`config.mk`:
```
export PLATFORM = sky130hd
export DESIGN_NAME = enable_sequencer
export DESIGN_NICKNAME = d
export VERILOG_FILES = /design/src/rtl/enable_sequencer_pkg.sv /design/src/rtl/enable_prescaler.sv /design/src/rtl/enable_sequencer.sv
export SDC_FILE = /design/constraint.sdc
export NUM_CORES = 1
export LEC_CHECK = 0
export ABC_AREA = 0
export CAP_MARGIN = 15
export CORE_AREA = 8 8 99 74
export DETAILED_ROUTE_END_ITERATION = 6
export DIE_AREA = 0 0 107 82
export PLACE_DENSITY = 0.64
export SYNTH_ARGS = -nofsm -noshare
export SYNTH_HDL_FRONTEND = slang
export SYNTH_SLANG_ARGS = --single-unit
export TNS_END_PERCENT = 20
```
`constraint.sdc`:
```
create_clock -name clock -period 1.7 [get_ports clock]
set_input_delay 0.51 -clock clock [delete_from_list [all_inputs] [get_ports clock]]
set_output_delay 0.51 -clock clock [all_outputs]
set_load 0.05 [all_outputs]
```
`src/rtl/enable_sequencer_pkg.sv`:
```
// Shared types and default widths for the enable sequencer.
package enable_sequencer_pkg;

  localparam int unsigned DEF_PERIOD_W = 8;
  localparam int unsigned DEF_BURST_W  = 8;

  // Burst controller states; completion is a flag, not a state.
  typedef enum logic {
    ST_IDLE = 1'b0,
    ST_RUN  = 1'b1
  } state_e;

endpackage

```
`src/rtl/enable_prescaler.sv`:
```
// Pulse-spacing prescaler: counts up from zero and flags terminal count when the
// count equals the latched period. No wrap logic: the owner clears it on terminal
// count, so the count never passes period_i.
// Ports:
//   clock, reset  - clock and synchronous active-high reset
//   clr_i         - clear count to zero (has priority over inc_i)
//   inc_i         - advance count by one
//   period_i      - terminal value (full-width equality compare)
//   tc_c          - combinational terminal-count flag
module enable_prescaler #(
  parameter int unsigned PERIOD_W = 8
) (
  input  logic                clock,
  input  logic                reset,
  input  logic                clr_i,
  input  logic                inc_i,
  input  logic [PERIOD_W-1:0] period_i,
  output logic                tc_c
);

  logic [PERIOD_W-1:0] cnt_q;

  // Count register
  always_ff @(posedge clock) begin
    if (reset) begin
      cnt_q <= '0;
    end else if (clr_i) begin
      cnt_q <= '0;
    end else if (inc_i) begin
      cnt_q <= cnt_q + PERIOD_W'(1);
    end
  end

  assign tc_c = (cnt_q == period_i);

endmodule

```
`src/rtl/enable_sequencer.sv`:
```
// Generates the enable input of the downstream 2-bit counter as programmable pulse
// trains: burst_len single-cycle pulses spaced period+1 clocks apart (or continuous
// when burst_len is 0), followed by a one-cycle done flag. Abort ends a burst at once.
// Ports:
//   clock, reset  - clock and synchronous active-high reset
//   start         - request a burst; honoured only while idle and not aborting
//   abort         - stop the running burst; wins over start
//   period        - pulse spacing minus one, latched at start
//   burst_len     - pulses per burst, latched at start (0 = continuous)
//   enable        - registered enable pulse to the counter
//   busy          - high while a burst runs
//   done          - one-cycle pulse after the last pulse of a finite burst
//   pulse_count   - pulses emitted in current/last burst, saturating
module enable_sequencer
  import enable_sequencer_pkg::*;
#(
  parameter int unsigned PERIOD_W = DEF_PERIOD_W,
  parameter int unsigned BURST_W  = DEF_BURST_W
) (
  input  logic                clock,
  input  logic                reset,
  input  logic                start,
  input  logic                abort,
  input  logic [PERIOD_W-1:0] period,
  input  logic [BURST_W-1:0]  burst_len,
  output logic                enable,
  output logic                busy,
  output logic                done,
  output logic [BURST_W-1:0]  pulse_count
);

  state_e              state_q, state_d;
  logic [PERIOD_W-1:0] period_q, period_d;
  logic [BURST_W-1:0]  burst_q, burst_d;
  logic [BURST_W-1:0]  count_q, count_d;
  logic                enable_q, enable_d;
  logic                busy_q, busy_d;
  logic                done_q, done_d;
  logic                presc_clr_c;
  logic                presc_inc_c;
  logic                presc_tc_c;

  enable_prescaler #(
    .PERIOD_W (PERIOD_W)
  ) u_presc (
    .clock    (clock),
    .reset    (reset),
    .clr_i    (presc_clr_c),
    .inc_i    (presc_inc_c),
    .period_i (period_q),
    .tc_c     (presc_tc_c)
  );

  // Next-state and output decode
  always_comb begin
    state_d     = state_q;
    period_d    = period_q;
    burst_d     = burst_q;
    count_d     = count_q;
    enable_d    = 1'b0;
    busy_d      = busy_q;
    done_d      = 1'b0;
    presc_clr_c = 1'b0;
    presc_inc_c = 1'b0;

    case (state_q)
      ST_IDLE: begin
        presc_clr_c = 1'b1;
        busy_d      = 1'b0;
        if (start && !abort) begin
          period_d = period;
          burst_d  = burst_len;
          state_d  = ST_RUN;
          busy_d   = 1'b1;
          enable_d = 1'b1;
          count_d  = BURST_W'(1);
        end
      end
      ST_RUN: begin
        if (abort) begin
          state_d     = ST_IDLE;
          busy_d      = 1'b0;
          presc_clr_c = 1'b1;
        end else if ((burst_q != '0) && (count_q == burst_q) && enable_q) begin
          // Last pulse of a finite burst is currently on the output
          state_d     = ST_IDLE;
          busy_d      = 1'b0;
          done_d      = 1'b1;
          presc_clr_c = 1'b1;
        end else if (presc_tc_c) begin
          presc_clr_c = 1'b1;
          enable_d    = 1'b1;
          // Saturation only matters for continuous bursts
          if (count_q != '1) begin
            count_d = count_q + BURST_W'(1);
          end
        end else begin
          presc_inc_c = 1'b1;
        end
      end
      default: begin
        state_d = ST_IDLE;
      end
    endcase
  end

  // State and output registers
  always_ff @(posedge clock) begin
    if (reset) begin
      state_q  <= ST_IDLE;
      period_q <= '0;
      burst_q  <= '0;
      count_q  <= '0;
      enable_q <= 1'b0;
      busy_q   <= 1'b0;
      done_q   <= 1'b0;
    end else begin
      state_q  <= state_d;
      period_q <= period_d;
      burst_q  <= burst_d;
      count_q  <= count_d;
      enable_q <= enable_d;
      busy_q   <= busy_d;
      done_q   <= done_d;
    end
  end

  assign enable      = enable_q;
  assign busy        = busy_q;
  assign done        = done_q;
  assign pulse_count = count_q;

endmodule

```
==> results of run 1 <==
-- timing repair --
item                       in CTS  in global routing
hold buffers                    0                  0
setup buffers                   2                  0
pin swaps                       8                 10
setup endpoints to repair      18                 19
resized for setup               6                  8
-- cell families (layout without fill, tap and decap cells) --
kind of cell    after synthesis  in the layout
simple gates                 94             94
compound gates               39             39
flops                        36             36
buf+inv                      10             90
fa+ha+maj                     2              2
xor+xnor                     22             22
-- state kept, by name, summed over array words and instances, names as in the netlist --
signal	cells
busy	1
pulse_count	8
burst_q	8
done	1
state_q	1
u_presc.cnt_q	8
enable	1
period_q	8
-- worst reg2reg max path, cell delays in order, from the launching register on --
cell      delay [ps]
dfxtp_4          370
or4_4            520
o211ai_4         240
or3_4            210
a21oi_1           70
buf_4            150
a211oi_2         210
-- worst max path at each step --
stage                           startpoint                     endpoint  slack (ps)  cells after the start
3_5_place_dp                         abort  pulse_count[2]$_SDFFE_PP0P_        -420                      5
3_3_place_gp                         abort  pulse_count[2]$_SDFFE_PP0P_        -350                      5
2_1_floorplan  pulse_count[1]$_SDFFE_PP0P_  pulse_count[3]$_SDFFE_PP0P_        -140                      5
5_1_grt        pulse_count[3]$_SDFFE_PP0P_  pulse_count[2]$_SDFFE_PP0P_        -220                      5
6_report       pulse_count[3]$_SDFFE_PP0P_            enable$_SDFF_PP0_        -160                      6
4_1_cts            burst_q[4]$_SDFFE_PP0P_  pulse_count[2]$_SDFFE_PP0P_        -150                      5
-- power by group through the flow --
stage | clock [mW] | combinational [mW] | sequential (mW)
2_1_floorplan | 0 | 0.127 | 0.907
3_3_place_gp | 0 | 0.302 | 0.894
3_5_place_dp | 0 | 0.307 | 0.895
4_1_cts | 0.615 | 0.323 | 0.876
5_1_grt | 0.663 | 0.353 | 0.879
6_report | 0.601 | 0.327 | 0.876
-- through the flow --
| stage | setup slack [ps] | utilization, % | power [mW] | std cells | TNS (ps) |
|---|---|---|---|---|---|
| 2_1_floorplan | -139.4 | - | 1.034 | 203 | -1399 |
| 3_3_place_gp | -346.4 | 44.16 | 1.197 | 351 | -3166 |
| 3_5_place_dp | -415.2 | 44.16 | 1.202 | 351 | -4320 |
| 4_1_cts | -153.8 | 46.19 | 1.814 | 361 | -741.4 |
| 5_1_grt | -222.7 | 46.55 | 1.895 | 361 | -2155 |
| 6_report | -157.1 | 46.55 | 1.804 | 361 | -1091 |
-- placed cells by master, fill, tap and decap left out, types with 3 or more instances in the layout --
master           count
a31oi_1              4
clkdlybuf4s50_1     19
xnor2_1              9
clkbuf_8             5
nand3_1             14
nor2_1               9
xor2_1              13
nand2_1             38
o211ai_1             4
dfxtp_4              8
dfxtp_1             26
a21oi_1             18
a211oi_2             3
nor2_2               5
and3_1               4
buf_12              12
buf_4               49
-- per-layer routing --
layer	track usage (%)	vias to the layer above	part of all wire, %	wire length [microns]
li1	-	871	-	-
met1	16.93	813	49	2540
met2	18.87	58	44	2247
met3	3.213	4	5.7	295
met4	4.476	0	0.97	50
met5	0	-	0	0
-- final cells by class --
class | count | area, sq um | share of cell area (%)
clock buffer | 7 | 76.32 | 2.771
clock inverter | 1 | 5.005 | 0.1817
inverter | 1 | 3.754 | 0.1363
multi-input combinational | 157 | 1008 | 36.62
sequential | 36 | 753.2 | 27.35
tap | 78 | 97.59 | 3.544
timing repair buffer | 81 | 809.5 | 29.40
==> metrics, run 1 <==
CP max stage delay 520 ps; Avg Inst Size Synth 8.327 sq um; clock sink count 36; register area share after synthesis 42.64%; Vias 1746; Layout area overhead 62.92%; number of global-route vias before repair 1788; EDFF count, synth 0; largest family of logic cells by synthesized area simple AND/OR/NAND/NOR gates; first-pass GRT wire length 8687 microns; Clock Tree Root clkbuf_8; Worst R2R Start pulse_count[3]$_SDFFE_PP0P_; Syn Nets 225; Initial DRT Pass Iterations 4; initial antenna violation count 0; Synth Area in Simple Gates 27.39%; WL final 5133 microns; HPWL Detailed 3905 microns; NetSw 0.4833 mW; worst hold path class reg -> reg; CTS tree built; Clock Pin Slew Worst Setup and Hold Paths 80 ps; total track usage 12.52%; sequential share of power 48.6%; Leak 1.078 nW; DRT iter0 DRCs 66; Synth Instances 203; Antenna diodes 0; final hold slack 465.6 ps; final setup vio count 17; reg-to-reg slack, setup -160 ps; worst reg2reg path depth 6; initial core utilization 28.57%; Die H 82 microns; post-layout min period 1857 ps; Chip Width 107 microns; drt wl/cell 14.22 microns; WP buf/inv 1; r2r endpoint enable$_SDFF_PP0_; CP arrival 2060 ps; cell-internal power 1.321 mW; layout cells sized above 1 35.34%; cell area after layout 2754 sq um; CTS Buf Count 5; worst setup margin -157.1 ps; worst skew pair latency 290 ps; synth unique cells 36; data required time of the worst path 1900 ps; H-Tree Depth 2; normalized max-slew margin 79.44%; Max Root-Sink Buffers 2; Max Slew Vio Count 0; violated checks negative setup slack; hold-critical path depth 2; RePlAce Congestion 0.8751; area of the core 5916 sq um; final-stage net count 304; CP max FO 5; Crit. End Element flip-flop; measured slew at the worst slew-check pin 304.3 ps; Yosys top cell by area dfxtp_1; fillers 579; I/O pin count 31; Peak Freq 538.5 MHz; Final ANT Viol Nets 0; delay-heaviest family, CP simple AND/OR/NAND/NOR gates; Vias/cell 4.837; largest net degree at the start of global routing 15; Post-Synth Adder-Cell Area 1.480%; Post-Syn Area 1690 sq um; Worst setup SP type flip-flop; Synth top cells by count 38 x nand2_1, 36 x dfxtp_1, 19 x a21oi_1; slowest CP cell or4_4; Sw Ratio 26.79%; FP Rows 24; chain of cells forming the critical path or4_4 -> o211ai_4 -> or3_4 -> a21oi_1 -> buf_4 -> a211oi_2; Ys Warns 0; DP Area 2613 sq um; grt ovf 0; PortBufs 30; Worst Hold End period_q[6]$_SDFFE_PP0P_; asr flop ratio synth 0%; share of total power in the clock network 33.3%; Primary FF master, synth dfxtp_1; Post-Synth XOR/XNOR Area 11.40%; Die ar. 8774 sq um; outcome finished, violations left; Worst Hold Launch period_q[6]$_SDFFE_PP0P_; final-report hold violation count 0; RSZ-0062 raised after global routing true; mux cell area share after synthesis 0%; clk_skew 5.984 ps; PD cells 655.1 nW/um^2; synthesized flop and latch total 36; max_cap viols 0; fin crit share 109.2%; largest cells by area after synthesis dfxtp_1 43%, nand2_1 8.4%, xor2_1 6.7%; Combinational Power Share 18.1%; most common cell in the netlist nand2_1; drt drc 0; critical path class reg -> reg; Peak VDD IR 0.3920 mV; compound-cell area share of the yosys netlist 14.80%; top cell type's share of synthesized area 42.64%
Note: power is estimated with default switching activity, not from simulation.
==> run 2, diff against run 1 <==
--- a/config.mk
+++ b/config.mk
@@ -7,9 +7,9 @@
 export LEC_CHECK = 0
 export ABC_AREA = 0
 export CAP_MARGIN = 15
-export CORE_AREA = 8 8 99 74
+export CORE_AREA = 4 4 95 70
 export DETAILED_ROUTE_END_ITERATION = 6
-export DIE_AREA = 0 0 107 82
+export DIE_AREA = 0 0 99 74
 export PLACE_DENSITY = 0.64
 export SYNTH_ARGS = -nofsm -noshare
 export SYNTH_HDL_FRONTEND = slang
==> run 2 against run 1 <==
Net effect: the flow still finishes with violations (negative setup slack); total power is 0.44% higher; worst hold slack improved by 4.5 ps; clock skew is 2.6 ps higher; count of clock-buffer cells in the layout unchanged; routed wire length shrank 3.8%; clock power fell by 4.2%; final area grew 3.1%; sequential share of layout area is 0.73 points lower; fmax decreased by 1.1%; sequential cell count did not move; via count down 1.9%; final cell count down 0.83%; critical endpoint is now pulse_count[2]$_SDFFE_PP0P_; highest routed layer unchanged.
==> metrics, run 2 (synthesis gave the netlist of run 1 again) <==
initial antenna violation count 0; final setup vio count 18; layout cells sized above 1 38.52%; fillers 524; CTS Buf Count 5; worst skew pair latency 290 ps; FP Rows 23; Worst R2R Start burst_q[4]$_SDFFE_PP0P_; WP buf/inv 0; outcome finished, violations left; total track usage 14.17%; Power, Total 1.812 mW; final hold slack 470.2 ps; initial core utilization 29.82%; grt ovf 0; most frequent cells in the layout 45 x buf_4, 37 x nand2_1, 24 x dfxtp_1; largest net degree at the start of global routing 14; slowest CP cell or4_4; first-pass GRT wire length 7997 microns; CP arrival 2090 ps; PortBufs 30; clock sink count 36; Initial DRT Pass Iterations 4; worst reg2reg path depth 5; area of the core 5669 sq um; final-stage net count 304; HPWL Detailed 3763 microns; drt drc 0; DRT iter0 DRCs 79; worst slack, placed -407.7 ps; H-Tree Depth 2; Peak Freq 532.5 MHz; worst setup margin -177.8 ps; worst hold path class reg -> reg; Layout area overhead 67.95%; most common cell after layout, fill and taps aside buf_4; r2r endpoint pulse_count[2]$_SDFFE_PP0P_; Peak VDD IR 0.2788 mV; Antenna diodes 0; reg-to-reg slack, setup -180 ps; RePlAce Congestion 0.8509; delay-heaviest family, CP simple AND/OR/NAND/NOR gates; final-report hold violation count 0; CTS tree built; crit path launch burst_q[4]$_SDFFE_PP0P_; PD cells 638.3 nW/um^2; Die ar. 7326 sq um; Chip Width 99 microns; normalized max-slew margin 79.56%; WL final 4938 microns; fin crit share 110.5%; Worst Hold End period_q[4]$_SDFFE_PP0P_; Worst Hold Launch period_q[4]$_SDFFE_PP0P_; Vias/cell 4.785; CP max stage delay 550 ps; Leak 1.094 nW; post-layout min period 1878 ps; Die H 74 microns; clk_skew 8.553 ps; critical path class reg -> reg; Final ANT Viol Nets 0; violated checks negative setup slack; number of global-route vias before repair 1645; data required time of the worst path 1910 ps; CP max FO 5; chain of cells forming the critical path or4_4 -> o211ai_4 -> nor3_4 -> or4_1 -> a31oi_1; Vias 1713; I/O pin count 31; Worst setup SP type flip-flop; hold-critical path depth 2; Max Root-Sink Buffers 2; Max Slew Vio Count 0; max_cap viols 0; Clock Tree Root clkbuf_8; measured slew at the worst slew-check pin 305.6 ps; Clock Pin Slew Worst Setup and Hold Paths 70 ps; RSZ-0062 raised after global routing true; drt wl/cell 13.79 microns; Crit. End Element flip-flop
## run 2: final cells by class
class,instances,area [sq um],share of cell area [%]
multi-input combinational,157,1081,38.08
timing repair buffer,81,824.5,29.04
sequential,36,755.7,26.62
tap,75,93.84,3.305
clock buffer,7,76.32,2.688
clock inverter,1,3.754,0.1322
inverter,1,3.754,0.1322
## run 2: tightest hold or removal path, delay by kind of cell (launching register included)
| family | cells | cell delay, ps |
|---|---|---|
| and+or+nand+nor | 1 | 50 |
| AOI/OAI and AO/OA | 1 | 50 |
| DFF | 1 | 320 |
## run 2: worst max-delay path by stage
stage / endpoint / slack [ps] / depth (start not counted)
2_1_floorplan: pulse_count[3]$_SDFFE_PP0P_ / -140 / 5
3_3_place_gp: pulse_count[3]$_SDFFE_PP0P_ / -390 / 5
5_1_grt: pulse_count[3]$_SDFFE_PP0P_ / -260 / 6
4_1_cts: pulse_count[3]$_SDFFE_PP0P_ / -180 / 6
3_5_place_dp: pulse_count[2]$_SDFFE_PP0P_ / -410 / 5
6_report: pulse_count[2]$_SDFFE_PP0P_ / -180 / 5
## run 2: report_power, final
group / total, mW / internal, mW / switching, mW
sequential: 0.878 / 0.857 / 0.0204
clock: 0.576 / 0.285 / 0.291
combinational: 0.358 / 0.190 / 0.169
## run 2: repair_timing
item                       CTS  global route
resized for setup           12            21
pin swaps                   23            10
setup buffers                2             2
setup endpoints to repair   19            35
hold buffers                 0             0
## run 2: layer usage
| layer | part of all wire (%) | GRT usage (%) | routed length [microns] |
|---|---|---|---|
| met1 | 52 | 20.31 | 2578 |
| met2 | 42 | 21.21 | 2073 |
| met3 | 4.7 | 4.686 | 234 |
| met4 | 1.0 | 2.273 | 51 |
| met5 | 0 | 0 | 0 |
## run 2: metrics by stage
stage                     cells  area [sq um]  util [%]  TNS, ps
after global routing        358          2839     50.08    -2481
after CTS                   357          2745     48.42   -913.0
after floorplan             203          1765         -    -1399
final                       358          2839     50.08    -1290
after global placement      347          2601     45.88    -6116
after detailed placement    347          2601     45.88    -7330
==> run 3, diff against run 2 <==
--- a/config.mk
+++ b/config.mk
@@ -8,6 +8,7 @@
 export ABC_AREA = 0
 export CAP_MARGIN = 15
 export CORE_AREA = 4 4 95 70
+export CTS_CLUSTER_DIAMETER = 60
 export DETAILED_ROUTE_END_ITERATION = 6
 export DIE_AREA = 0 0 99 74
 export PLACE_DENSITY = 0.64
==> results of run 3 <==
Final layout, timing and power as in run 2 (identical DEF).
